<file path="src/rtl/slurm16_memory_responder.sv">
// Memory responder: arbitrates one backing store between the CPU bus and a DMA master.
// Optional build macro SLURM16_MEM_STATS_EN adds the cpu_stall_count statistic.

module slurm16_memory_responder #(
    parameter int WAIT_STATES = 0,
    parameter int MAX_CPU_RUN = 4
) (
    input  logic        CLK,
    input  logic        RST,
    input  logic [14:0] memory_address,
    input  logic [15:0] memory_out,
    input  logic        memory_wr,
    input  logic [1:0]  memory_wr_mask,
    output logic [15:0] memory_in,
    output logic        memory_success,
    input  logic [14:0] dma_addr,
    input  logic [15:0] dma_wdata,
    input  logic        dma_req,
    input  logic        dma_wr,
    output logic [15:0] dma_rdata,
    output logic        dma_ack,
    output logic [14:0] mem_addr,
    output logic [15:0] mem_wdata,
    output logic        mem_wr,
    output logic [1:0]  mem_wr_mask,
    input  logic [15:0] mem_rdata,
    output logic [15:0] cpu_stall_count
);

    typedef enum logic [1:0] {
        IDLE,
        CPU_ACC,
        DMA_ACC
    } state_t;

    localparam int RUN_W = (MAX_CPU_RUN < 1) ? 1 : $clog2(MAX_CPU_RUN + 1);

    state_t           r_state;
    logic [3:0]       r_wait;
    logic [RUN_W-1:0] r_run;
    logic             r_is_wr;
    logic [14:0]      r_mem_addr;
    logic [15:0]      r_mem_wdata;
    logic             r_mem_wr;
    logic [1:0]       r_mem_wr_mask;

    logic w_done;
    logic w_capture;
    logic w_run_full;
    logic w_pick_dma;

    // Last cycle of an access: the wait counter has run down to zero.
    assign w_done     = (r_state != IDLE) && (r_wait == 4'd0);
    assign w_capture  = (r_state == IDLE) || w_done;
    assign w_pick_dma = dma_req && w_run_full;

    generate
        if (MAX_CPU_RUN == 0) begin : g_dma_first
            assign w_run_full = 1'b1;
        end else begin : g_dma_after_run
            assign w_run_full = (r_run >= RUN_W'(MAX_CPU_RUN));
        end
    endgenerate

    // NOTE: every register here is state, so all updates are non-blocking; blocking
    // assignments would let one branch see values written earlier in the same edge.
    always_ff @(posedge CLK or posedge RST) begin
        if (RST) begin
            r_state       <= IDLE;
            r_wait        <= 4'd0;
            r_run         <= '0;
            r_is_wr       <= 1'b0;
            r_mem_addr    <= 15'd0;
            r_mem_wdata   <= 16'd0;
            r_mem_wr      <= 1'b0;
            r_mem_wr_mask <= 2'b00;
        end else if (w_capture) begin
            r_wait <= 4'(WAIT_STATES);
            if (w_pick_dma) begin
                r_state       <= DMA_ACC;
                r_mem_addr    <= dma_addr;
                r_mem_wdata   <= dma_wdata;
                r_is_wr       <= dma_wr;
                r_mem_wr      <= dma_wr;
                r_mem_wr_mask <= 2'b11;
                r_run         <= '0;
            end else begin
                r_state       <= CPU_ACC;
                r_mem_addr    <= memory_address;
                r_mem_wdata   <= memory_out;
                r_is_wr       <= memory_wr;
                // A write with no byte enabled still completes but never strobes the store.
                r_mem_wr      <= memory_wr && (memory_wr_mask != 2'b00);
                r_mem_wr_mask <= memory_wr ? memory_wr_mask : 2'b11;
                if (!w_run_full) begin
                    r_run <= r_run + RUN_W'(1);
                end
            end
        end else begin
            r_wait <= r_wait - 4'd1;
        end
    end

    assign mem_addr    = r_mem_addr;
    assign mem_wdata   = r_mem_wdata;
    assign mem_wr      = r_mem_wr;
    assign mem_wr_mask = r_mem_wr_mask;

    // NOTE: completion flags decode registered state; read data must pass straight
    // through because the store answers asynchronously within the completion cycle.
    assign memory_success = w_done && (r_state == CPU_ACC);
    assign dma_ack        = w_done && (r_state == DMA_ACC);
    assign memory_in      = (memory_success && !r_is_wr) ? mem_rdata : 16'd0;
    assign dma_rdata      = (dma_ack && !r_is_wr) ? mem_rdata : 16'd0;

`ifdef SLURM16_MEM_STATS_EN
    logic [15:0] r_stall_count;

    always_ff @(posedge CLK or posedge RST) begin
        if (RST) begin
            r_stall_count <= 16'd0;
        end else if ((r_state == DMA_ACC) && (r_stall_count != 16'hFFFF)) begin
            r_stall_count <= r_stall_count + 16'd1;
        end
    end

    assign cpu_stall_count = r_stall_count;
`else
    assign cpu_stall_count = 16'd0;
`endif

endmodule

</file>
<file path="config.mk">
export PLATFORM = sky130hd
export DESIGN_NAME = slurm16_memory_responder
export DESIGN_NICKNAME = d
export VERILOG_FILES = /design/src/rtl/slurm16_memory_responder.sv
export SDC_FILE = /design/constraint.sdc
export NUM_CORES = 1
export LEC_CHECK = 0
export ABC_AREA = 1
export CORE_ASPECT_RATIO = 0.75
export CORE_MARGIN = 1.5
export CORE_UTILIZATION = 40
export CTS_CLUSTER_DIAMETER = 40
export DETAILED_ROUTE_END_ITERATION = 7
export PLACE_DENSITY = 0.87
export SLEW_MARGIN = 10
export SYNTH_ARGS = -nofsm -noshare
export SYNTH_HDL_FRONTEND = slang
export SYNTH_SLANG_ARGS = --single-unit
</file>
<file path="constraint.sdc">
create_clock -name CLK -period 3.2 [get_ports CLK]
set_input_delay 0.48 -clock CLK [delete_from_list [all_inputs] [get_ports CLK]]
set_output_delay 0.48 -clock CLK [all_outputs]
set_load 0.005 [all_outputs]
</file>
# ---- Word level (Yosys, flattened, before mapping)
# Cells that the tools add are included.
dict set report totals {
  wordCells 40
  reg_bits 44
  input_bits 85
  output_inout_bits 84
}
dict set report classes {
  magnitude_cmp 1
  add_sub_neg 2
  reduce_logical 14
  n_mux 12
  n_eq_ne 3
}
# cell count
set op_table {}
lappend op_table {{16-bit 2-to-1 mux} 3}
lappend op_table {{15-bit 2-to-1 mux} 1}
lappend op_table {{1-bit logical AND} 7}
lappend op_table {{2-bit 2-to-1 mux} 3}
lappend op_table {{3-bit 2-to-1 mux} 2}
lappend op_table {{4-bit zero test} 1}
lappend op_table {{4-bit 2-to-1 mux} 1}
lappend op_table {{2-bit nonzero test} 2}
lappend op_table {{4-bit by 1-bit subtractor with 4-bit output, second input constant} 1}
lappend op_table {{3-bit by 1-bit adder with 3-bit output, second input constant} 1}
lappend op_table {{3-bit greater-or-equal comparator, second input constant} 1}
lappend op_table {{2-bit by 1-bit equality test with 1-bit output, second input constant} 1}
lappend op_table {{2-bit equality test, second input constant} 1}
lappend op_table {{2-bit zero test} 1}
lappend op_table {{1-bit 2-to-1 mux} 2}
lappend op_table {{2-bit by 1-bit != test with 1-bit output, second input constant} 1}
lappend op_table {{2-bit AND reduction} 1}
lappend op_table {{1-bit zero test} 1}
lappend op_table {{1-bit logical OR} 1}

# ---- Logic depth before layout (Yosys ltp)
# Gate-level depths: netlist of the first run.
dict set report depth {
  word_depth 5
  depth_mapped 8
  ltp_nobuf 7
}

# ---- Worst setup path before layout of the first run
# No wires, ideal clock.
dict set report synth_path {
  path_type {register to output}
  startpoint {register r_wait[0]}
  endpoint {output memory_in[10]}
  required_time_ns 2.720
  setup_slack_ns 1.466
  path_stages_with_launch 8
  path_buffers 1
  t_arrival_ns 1.254
  path_cell_list {dfrtp_1 inv_1 ha_1 nand2_1 nor2_2 nand4_2 buf_6 nor2_1}
}
dict set report synth_between {
  elab_chain_len 5
}
# item line
set synth_rtl {}
lappend synth_rtl {{start, declared} 39} ;# logic [3:0] r_wait;
lappend synth_rtl {{start signal, assigned} 78} ;# r_wait <= 4'(WAIT_STATES);
lappend synth_rtl {{start signal, assigned} 100} ;# r_wait <= r_wait - 4'd1;
lappend synth_rtl {{4-bit zero test} 53} ;# assign w_done = (r_state != IDLE) && (r_wait == 4'd0);
lappend synth_rtl {{1-bit logical AND} 53}
lappend synth_rtl {{1-bit logical AND} 111} ;# assign memory_success = w_done && (r_state == CPU_ACC);
lappend synth_rtl {{1-bit logical AND} 113} ;# assign memory_in = (memory_success && !r_is_wr) ? mem_rdata : 16'd0;
lappend synth_rtl {{16-bit 2-to-1 mux} 113}
lappend synth_rtl {{end, declared} 14} ;# output logic [15:0] memory_in,
# Every way passes these cells.

# ---- Final worst setup path of the first run
# Same ends and word-level chain as after synthesis.

==> flow_summary_export.csv, run 1 <==
group,metric,value,unit
route,vias_per_cell,4.69,
die,start_util,41.6,%
place,dp_hpwl,5.86,mm
power_and_ir_drop,totalPowerFinal,2.10,mW
cts,numClockSinks,44,
setup_path,crit_required,2.72,ns
timing,setup_viol,0,
run,drv_cap,0,
global_routing,met1_usage,24.4,%
cts,numCtsBuffers,5,
place,numPortBuffers,152,
global_routing,grt_use_met2,37.5,%
cts,htree_num_levels,2,
die,die_height,73.2,um
timing,min_period_over_period,85.6,%
cts,cts-resized-gates,0,
place,dp.cells,598,
setup_path,timing.rr.end,"mem_addr[14]$_DFFE_PP0N_",
power_and_ir_drop,switching_share,31.6,%
finish,diodes,0,
synth,ys_seq_area_share,41.9,%
route,drc_errors,0,
timing,period_minus_slack,2.74,ns
global_routing,busiest_layer,"met2",
timing,fmax,365,MHz
finish,nets,611,
setup_path,end_kind,"output pin",
power_and_ir_drop,internal_power,1.44,mW
global_routing,grt_pass1_wl,12.0,mm
global_routing,grt_overflow_total,0,
die,dieArea,7070,um^2
power_and_ir_drop,p_switching,0.664,mW
cts,cts_hold_buf,0,
die,core_area,6320,um^2
timing,setup_tns,0,ns
timing,maxSlewHeadroom,40.3,%
synth,synth.avg_cell_area,6.88,um^2
die,row_count,25,
synth,yosys_warnings,0,
hold_path,min_to,"r_wait[0]$_DFF_PP0_",
timing,tightest_slew,0.894,ns
cts,cts_tree,"done",
timing,finClkSkew,0.00888,ns
route,routedWlPerCell,12.8,um
finish,final_area,4190,um^2
power_and_ir_drop,clockPowerShare,23.4,%
timing,rsz0062_at_grt,"false",
die,io_pins,169,
global_routing,grt_pass1_vias,2522,
status,status,"complete, no violations",
cts,cts_setup_buffers,0,
global_routing,grt_max_degree,45,
synth,synth_area,2630,um^2
power_and_ir_drop,p_comb_share,40.8,%
global_routing,track_usage,21.3,%
power_and_ir_drop,power_leakage,2.12,nW
hold_path,hp-start,"r_wait[0]$_DFF_PP0_",
finish,layout_common_cells,"nand2_1 (177), clkdlybuf4s50_1 (152), dfrtp_1 (44)",
global_routing,antenna_found_initial,0,
setup_path,critPathMaxFanout,16,
route,num_vias,2837,
timing,slew_viol_final,0,
route,ant_nets,0,
synth,synthCells,382,
setup_path,arrival,2.26,ns
die,dieWidth,96.6,um
finish,synthToLayoutAreaGrowth,59.5,%
route,dr.pass1.iters,5,
global_routing,use_met3,8.33,%
setup_path,rr_worst_depth,8,
timing,whs,0.435,ns
setup_path,startpoint_type,"register",
power_and_ir_drop,powerDensity,501,nW/um^2
hold_path,hold_path_class,"reg2reg",
hold_path,hold_path_depth,1,
finish,final_common_cell,"nand2_1",
setup_path,crit_type,"reg2out",
route,finalWirelength,7.72,mm
power_and_ir_drop,seqPwrFrac,35.8,%
setup_path,reg2reg_from,"r_wait[0]$_DFF_PP0_",
finish,drive_gt1_share,4.39,%
place,routabilityCongestion,0.892,
place,dpl_cell_area,4070,um^2
cts,clkSlewWorstSetupHoldPaths,0.07,ns
cts,cts-root-buf,"clkbuf_8",
route,drt_iter0_markers,145,
cts,clockBufferDepth,2,
synth,yosys_register_bits,44,
timing,hold_viol,0,
cts,clk_latency,0.30,ns
power_and_ir_drop,ir_drop,0.223,mV
setup_path,reg2reg_slack,1.09,ns
synth,synthDistinctLibCells,21,
finish,stdcell_count,605,
## synthesized netlist by cell type
cell type  instances  area share, %
nand2_2            1           0.24
or2_2              2           0.48
inv_1             23            3.3
nand3b_1           1           0.29
nor2_2             1           0.24
a21oi_2            1           0.33
nand4_2            2           0.95
dfrtp_1           44             42
conb_1             1           0.14
nor3_1             2           0.38
buf_4             22            6.3
buf_2              8            1.5
o21ai_0            5           0.95
ha_1               2           0.95
buf_6              6            2.6
nand2_4            1           0.43
inv_2              3           0.43
a21oi_1            1           0.19
nor2_1            39            5.6
nand2_1          177             25
nand3_1           40            7.6
## registers in the layout, indices dropped and copies added (netlist names)
name	count
mem_addr	15
mem_wdata	16
mem_wr	1
mem_wr_mask	2
r_is_wr	1
r_run	3
r_state	2
r_wait	4
## worst max-delay path by stage
stage | startpoint | to | slack, ns | cells after the start
2_1_floorplan | r_wait[0]$_DFF_PP0_ | memory_in[10] | 1.47 | 7
3_3_place_gp | r_wait[0]$_DFF_PP0_ | memory_in[8] | 0.84 | 7
3_5_place_dp | r_wait[0]$_DFF_PP0_ | dma_rdata[11] | 0.77 | 7
4_1_cts | r_wait[0]$_DFF_PP0_ | dma_rdata[11] | 0.45 | 7
5_1_grt | r_wait[0]$_DFF_PP0_ | dma_rdata[7] | 0.29 | 7
6_report | r_wait[0]$_DFF_PP0_ | memory_in[10] | 0.46 | 7
## layout make-up
| type | instances | area, um^2 |
|---|---|---|
| Clock buffer | 5 | 68.8 |
| Clock inverter | 2 | 60.1 |
| Fill cell | 531 | 2120 |
| Inverter | 26 | 97.6 |
| Multi-Input combinational cell | 291 | 1210 |
| Sequential cell | 44 | 1100 |
| Tap cell | 81 | 101 |
| Timing Repair Buffer | 156 | 1550 |
## critical path, stage by stage, from the launching register on
cell,delay [ns]
dfrtp_1,0.38
inv_1,0.10
ha_1,0.18
nand2_1,0.10
nor2_2,0.14
nand4_2,0.32
nor2_1,0.21
clkdlybuf4s50_1,0.53
## power by group through the flow
stage	Sequential, mW	Clock (mW)	Combinational (mW)
floorplan	0.761	0	0.406
global route	0.770	0.519	0.949
detailed placement	0.763	0	0.864
finish	0.752	0.492	0.857
global placement	0.757	0	0.841
CTS	0.754	0.504	0.866
## per-stage QoR
stage          utilization, %  setup slack, ns
5_1_grt                  66.4            0.286
3_5_place_dp             64.3            0.770
3_3_place_gp             64.3            0.838
2_1_floorplan               -             1.47
6_report                 66.4            0.459
4_1_cts                  66.4            0.450
## routing by layer
metal,vias up,wire [um]
met5,-,0
met4,0,141
met3,11,816
met2,138,3710
met1,1281,3050
li1,1407,-
## logic make-up (layout without fill, tap and decap cells)
logic type,count (synthesis),after routing,share of synthesized area [%]
fa+ha+maj,2,2,0.952
other cells,1,16,0.143
flops,44,44,41.9
compound gates,7,7,1.48
simple gates,266,266,41.5
buf+inv,62,189,14.1
Power figures use the tool's default switching activity.
==> run 2, diff against run 1 <==
--- a/config.mk
+++ b/config.mk
@@ -6,12 +6,12 @@
 export NUM_CORES = 1
 export LEC_CHECK = 0
 export ABC_AREA = 1
-export CORE_ASPECT_RATIO = 0.75
-export CORE_MARGIN = 1.5
+export CORE_MARGIN = 2
 export CORE_UTILIZATION = 40
 export CTS_CLUSTER_DIAMETER = 40
 export DETAILED_ROUTE_END_ITERATION = 7
 export PLACE_DENSITY = 0.87
+export RECOVER_POWER = 100
 export SLEW_MARGIN = 10
 export SYNTH_ARGS = -nofsm -noshare
 export SYNTH_HDL_FRONTEND = slang
==> run 2 against run 1 <==
The run now ends with max-capacitance violations, max-slew violations left. Worst hold slack improved by 0.0076 ns. Count of clock-buffer cells in the layout is 1 higher. Setup slack worse by 0.16 ns. Critical path type unchanged. Critical endpoint is now dma_rdata[10]. Largest cell class unchanged.
==> flow_summary_export.csv, run 2 (synthesis results as in run 1) <==
group,metric,value,unit
finish,synthToLayoutAreaGrowth,58.5,%
power_and_ir_drop,ir_drop,0.261,mV
die,row_count,29,
cts,clk_latency,0.30,ns
timing,tightest_slew,1.63,ns
setup_path,max_stage_delay,0.59,ns
die,dieArea,7240,um^2
place,dp_hpwl,5.51,mm
die,die_height,85.1,um
cts,cts-root-buf,"clkbuf_8",
setup_path,end_kind,"output pin",
cts,numCtsBuffers,5,
global_routing,grt_max_degree,45,
finish,final_area,4170,um^2
timing,hold_viol,0,
finish,fillers,583,
setup_path,crit_required,2.72,ns
cts,cts_setup_buffers,0,
setup_path,arrival,2.42,ns
cts,clkSlewWorstSetupHoldPaths,0.09,ns
global_routing,antenna_found_initial,0,
route,wl_met2,3.71,mm
place,dp.cells,594,
route,met1Wirelength,2.74,mm
global_routing,track_usage,20.1,%
global_routing,grt_pass1_wl,11.9,mm
power_and_ir_drop,powerDensity,479,nW/um^2
finish,nets,611,
timing,fmax,344,MHz
cts,cts_tree,"done",
finish,final_common_cell,"nand2_1",
status,violations,"max-capacitance violations, max-slew violations",
route,num_vias,2784,
route,dr.pass1.iters,4,
place,routabilityCongestion,0.752,
finish,drive_gt1_share,3.62,%
hold_path,hold_path_class,"reg2reg",
route,routed-wl-met3,703,um
finish,layout_common_cells,"nand2_1 (177), clkdlybuf4s50_1 (92), dlygate4sd3_1 (60)",
place,numPortBuffers,152,
die,dieWidth,85.1,um
cts,cts-resized-gates,0,
timing,min_period_over_period,90.7,%
global_routing,grt_overflow_total,0,
die,io_pins,169,
cts,clockBufferDepth,2,
cts,numClockSinks,44,
timing,whs,0.442,ns
setup_path,crit_type,"reg2out",
timing,period_minus_slack,2.90,ns
route,routed.top_layer,"met4",
cts,htree_num_levels,2,
power_and_ir_drop,power_leakage,2.19,nW
route,drt_iter0_markers,111,
finish,diodes,0,
route,finalWirelength,7.25,mm
route,vias_per_cell,4.62,
place,dpl_cell_area,4060,um^2
run,drv_cap,1,
finish,largest_reg_flops,16,
timing,finClkSkew,0.00730,ns
timing,maxSlewHeadroom,-8.92,%
finish,stdcell_count,602,
cts,cts_hold_buf,0,
timing,setup_viol,0,
die,core_area,6350,um^2
setup_path,critPathMaxFanout,16,
route,drc_errors,0,
setup_path,startpoint_type,"register",
timing,slew_viol_final,45,
global_routing,grt_pass1_vias,2737,
setup_path,worstPathCellList,"inv_1, ha_1, nand2_1, nor2_1, nand4_2, nor2_1, dlygate4sd3_1",
route,ant_nets,0,
timing,setup_tns,0,ns
status,status,"finished with violations",
timing,rsz0062_at_grt,"false",
die,start_util,41.4,%
finish,final_util,65.6,%
setup_path,crit_top_cell,"nor2_1",
setup_path,crit_path_top_delay_cell,"dlygate4sd3_1",
route,routedWlPerCell,12.0,um
==> run 2: area by class of cell <==
type | instances | area, um^2 | area share (%)
Clock buffer | 6 | 82.6 | 1.98
Clock inverter | 2 | 38.8 | 0.931
Inverter | 26 | 97.6 | 2.34
Multi-Input combinational cell | 291 | 1210 | 29.0
Sequential cell | 44 | 1100 | 26.4
Tap cell | 77 | 96.3 | 2.31
Timing Repair Buffer | 156 | 1540 | 37.0
==> run 2: metrics by stage <==
| stage | setup WS [ns] | power (mW) |
|---|---|---|
| finish | 0.297 | 2.00 |
| detailed placement | 0.706 | 1.62 |
| floorplan | 1.47 | 1.17 |
| CTS | 0.366 | 2.08 |
| global placement | 0.853 | 1.59 |
| global route | 0.0876 | 2.15 |
==> run 2: metal layers <==
layer	track usage (%)	up-vias
li1	-	1412
met3	7.00	11
met4	5.92	0
met2	38.1	131
met1	20.7	1230
met5	0	-
==> run 2: path summary, 6_finish.rpt <==
| path | from | endpoint | slack, ns | cells past startpoint |
|---|---|---|---|---|
| worst max-delay path | r_wait[0]$_DFF_PP0_ | dma_rdata[10] | 0.30 | 7 |
| worst min-delay path | r_wait[0]$_DFF_PP0_ | r_wait[0]$_DFF_PP0_ | 0.44 | 1 |
| worst max register to register | r_wait[0]$_DFF_PP0_ | mem_addr[13]$_DFFE_PP0N_ | 0.49 | 8 |
| worst min register to register | r_wait[0]$_DFF_PP0_ | r_wait[0]$_DFF_PP0_ | 0.44 | 1 |
| max in group asynchronous | RST | mem_wdata[9]$_DFFE_PP0N_ | 1.12 | 2 |
| min in group asynchronous | RST | mem_wdata[14]$_DFFE_PP0N_ | 1.12 | 2 |
==> run 2: critical path, delay by kind of cell (launching register included) <==
kind / cells / cell delay (ns)
adders and majority gates: 1 / 0.20
buffers and inverters: 2 / 0.69
and+or+nand+nor: 4 / 0.84
DFF: 1 / 0.39
==> run 2: report_power, final <==
part	switching (mW)	internal, mW
combinational	0.393	0.405
clock	0.193	0.255
sequential	0.0737	0.676
==> run 3, diff against run 2 <==
--- a/config.mk
+++ b/config.mk
@@ -7,10 +7,11 @@
 export LEC_CHECK = 0
 export ABC_AREA = 1
 export CORE_MARGIN = 2
-export CORE_UTILIZATION = 40
+export CORE_UTILIZATION = 41
+export CTS_BUF_LIST = sky130_fd_sc_hd__clkbuf_8
 export CTS_CLUSTER_DIAMETER = 40
 export DETAILED_ROUTE_END_ITERATION = 7
-export PLACE_DENSITY = 0.87
+export PLACE_DENSITY = 0.89
 export RECOVER_POWER = 100
 export SLEW_MARGIN = 10
 export SYNTH_ARGS = -nofsm -noshare
==> run 3 against run 2 <==
The flow still finishes with violations (max-capacitance violations, max-slew violations). Clock skew fell by 0.0018 ns. Utilization rose by 0.90 points. Routed wire length fell by 3.9%. Critical endpoint is now dma_rdata[1]. Highest routed layer unchanged.
==> flow_summary_export.csv, run 3 (synthesis results as in run 1) <==
group,metric,value,unit
finish,nets,611,
finish,largest_reg_flops,16,
finish,layout_common_cells,"nand2_1 (177), clkdlybuf4s50_1 (85), dlygate4sd3_1 (67)",
cts,numClockSinks,44,
setup_path,crit_type,"reg2out",
setup_path,startpoint_type,"register",
finish,final_util,66.5,%
global_routing,grt_overflow_total,0,
finish,diodes,0,
setup_path,max_stage_delay,0.59,ns
route,drc_errors,0,
route,ant_nets,0,
hold_path,hold_path_class,"reg2reg",
global_routing,grt_max_degree,45,
die,dieWidth,84.1,um
setup_path,crit_path_top_delay_cell,"dlygate4sd3_1",
setup_path,worstPathCellList,"inv_1, ha_1, nand2_1, nor2_1, nand4_2, nor2_1, dlygate4sd3_1",
timing,fmax,350,MHz
setup_path,crit_required,2.72,ns
finish,drive_gt1_share,3.81,%
timing,maxSlewHeadroom,-9.33,%
die,start_util,41.9,%
power_and_ir_drop,ir_drop,0.245,mV
place,pre_cts_ws,0.725,ns
timing,rsz0062_at_grt,"false",
run,drv_cap,2,
timing,setup_viol,0,
timing,hold_viol,0,
setup_path,crit_top_cell,"nor2_1",
cts,cts-resized-gates,0,
timing,tightest_slew,1.64,ns
route,finalWirelength,6.96,mm
finish,multiInputGateArea,1210,um^2
status,status,"finished with violations",
timing,setup_tns,0,ns
power_and_ir_drop,seqPwrFrac,37.3,%
finish,final_common_cell,"nand2_1",
power_and_ir_drop,p_comb_share,39.6,%
route,num_vias,2822,
die,dieArea,7070,um^2
power_and_ir_drop,power_leakage,2.21,nW
setup_path,critPathMaxFanout,16,
global_routing,grt_pass1_vias,2752,
cts,clockBufferDepth,2,
route,routedWlPerCell,11.6,um
die,row_count,29,
die,core_area,6280,um^2
power_and_ir_drop,p_switching,0.650,mW
route,dr.pass1.iters,4,
timing,finClkSkew,0.00547,ns
place,dp_hpwl,5.30,mm
global_routing,grt_pass1_wl,11.8,mm
cts,clk_latency,0.29,ns
setup_path,cp.buffers_inverters,2,
timing,whs,0.429,ns
global_routing,antenna_found_initial,0,
cts,cts_tree,"done",
finish,fillers,549,
die,die_height,84.1,um
cts,numCtsBuffers,5,
power_and_ir_drop,totalPowerFinal,2.00,mW
status,violations,"max-capacitance violations, max-slew violations",
cts,cts-root-buf,"clkbuf_8",
place,numPortBuffers,152,
cts,clkSlewWorstSetupHoldPaths,0.08,ns
die,io_pins,169,
power_and_ir_drop,clockPowerShare,23.2,%
finish,synthToLayoutAreaGrowth,58.9,%
place,routabilityCongestion,0.743,
finish,seq_area,1100,um^2
route,drt_iter0_markers,115,
power_and_ir_drop,powerDensity,479,nW/um^2
timing,layout_setup_ws,0.346,ns
route,vias_per_cell,4.69,
cts,cts_hold_buf,0,
timing,slew_viol_final,82,
power_and_ir_drop,internal_power,1.35,mW
setup_path,end_kind,"output pin",
timing,min_period_over_period,89.2,%
timing,period_minus_slack,2.85,ns
global_routing,track_usage,20.2,%
setup_path,arrival,2.37,ns
power_and_ir_drop,switching_share,32.5,%
cts,htree_num_levels,2,
setup_path,crit_family,"simple AND/OR/NAND/NOR gates",
cts,cts_setup_buffers,0,
[run 3: cell count changes in the layout (fill, tap and decap cells not counted)]
cell	change
clkbuf_1	-1
clkbuf_8	+1
clkdlybuf4s50_1	-7
dlygate4sd3_1	+7
buf_4	+1
clkinv_4	-1
[run 3: path summary, 6_finish.rpt]
kind | start | to | slack, ns | depth (start not counted)
worst max-delay path | r_wait[0]$_DFF_PP0_ | dma_rdata[1] | 0.35 | 7
worst min-delay path | r_wait[0]$_DFF_PP0_ | r_wait[0]$_DFF_PP0_ | 0.43 | 1
worst max register to register | r_wait[0]$_DFF_PP0_ | r_run[0]$_DFFE_PP0P_ | 0.49 | 9
worst min register to register | r_wait[0]$_DFF_PP0_ | r_wait[0]$_DFF_PP0_ | 0.43 | 1
max in group asynchronous | RST | mem_wdata[13]$_DFFE_PP0N_ | 1.11 | 2
min in group asynchronous | RST | mem_wdata[9]$_DFFE_PP0N_ | 1.14 | 2
[run 3: routing by layer]
metal / wire, um / global-route usage, %
met5: 0 / 0
met2: 3610 / 39.0
met1: 2670 / 20.0
met4: 64 / 5.43
met3: 612 / 7.32
[run 3: through the flow]
stage / std cells / area (um^2)
after floorplan: 397 / 2690
after global placement: 594 / 4060
after detailed placement: 594 / 4060
after CTS: 602 / 4190
after global routing: 602 / 4180
final: 602 / 4180
[run 3: worst register-to-register path, delay by kind of cell (launching register included)]
kind,cells,cell delay (ns)
and+or+nand+nor,5,0.55
DFF,1,0.35
adders and majority gates,1,0.22
buffers and inverters,3,1.53
[run 3: power by group through the flow]
stage / logic, mW / registers [mW] / clock network (mW)
floorplan: 0.406 / 0.761 / 0
global placement: 0.832 / 0.754 / 0
detailed placement: 0.860 / 0.761 / 0
CTS: 0.863 / 0.750 / 0.473
global route: 0.896 / 0.762 / 0.488
finish: 0.792 / 0.746 / 0.464
[run 3: final cells by class]
| cell class | count | share of cell area (%) |
|---|---|---|
| clock buffer | 7 | 2.31 |
| multi-input combinational | 291 | 28.9 |
| tap | 77 | 2.31 |
| sequential | 44 | 26.4 |
| timing repair buffer | 156 | 37.1 |
| clock inverter | 1 | 0.719 |
| inverter | 26 | 2.34 |
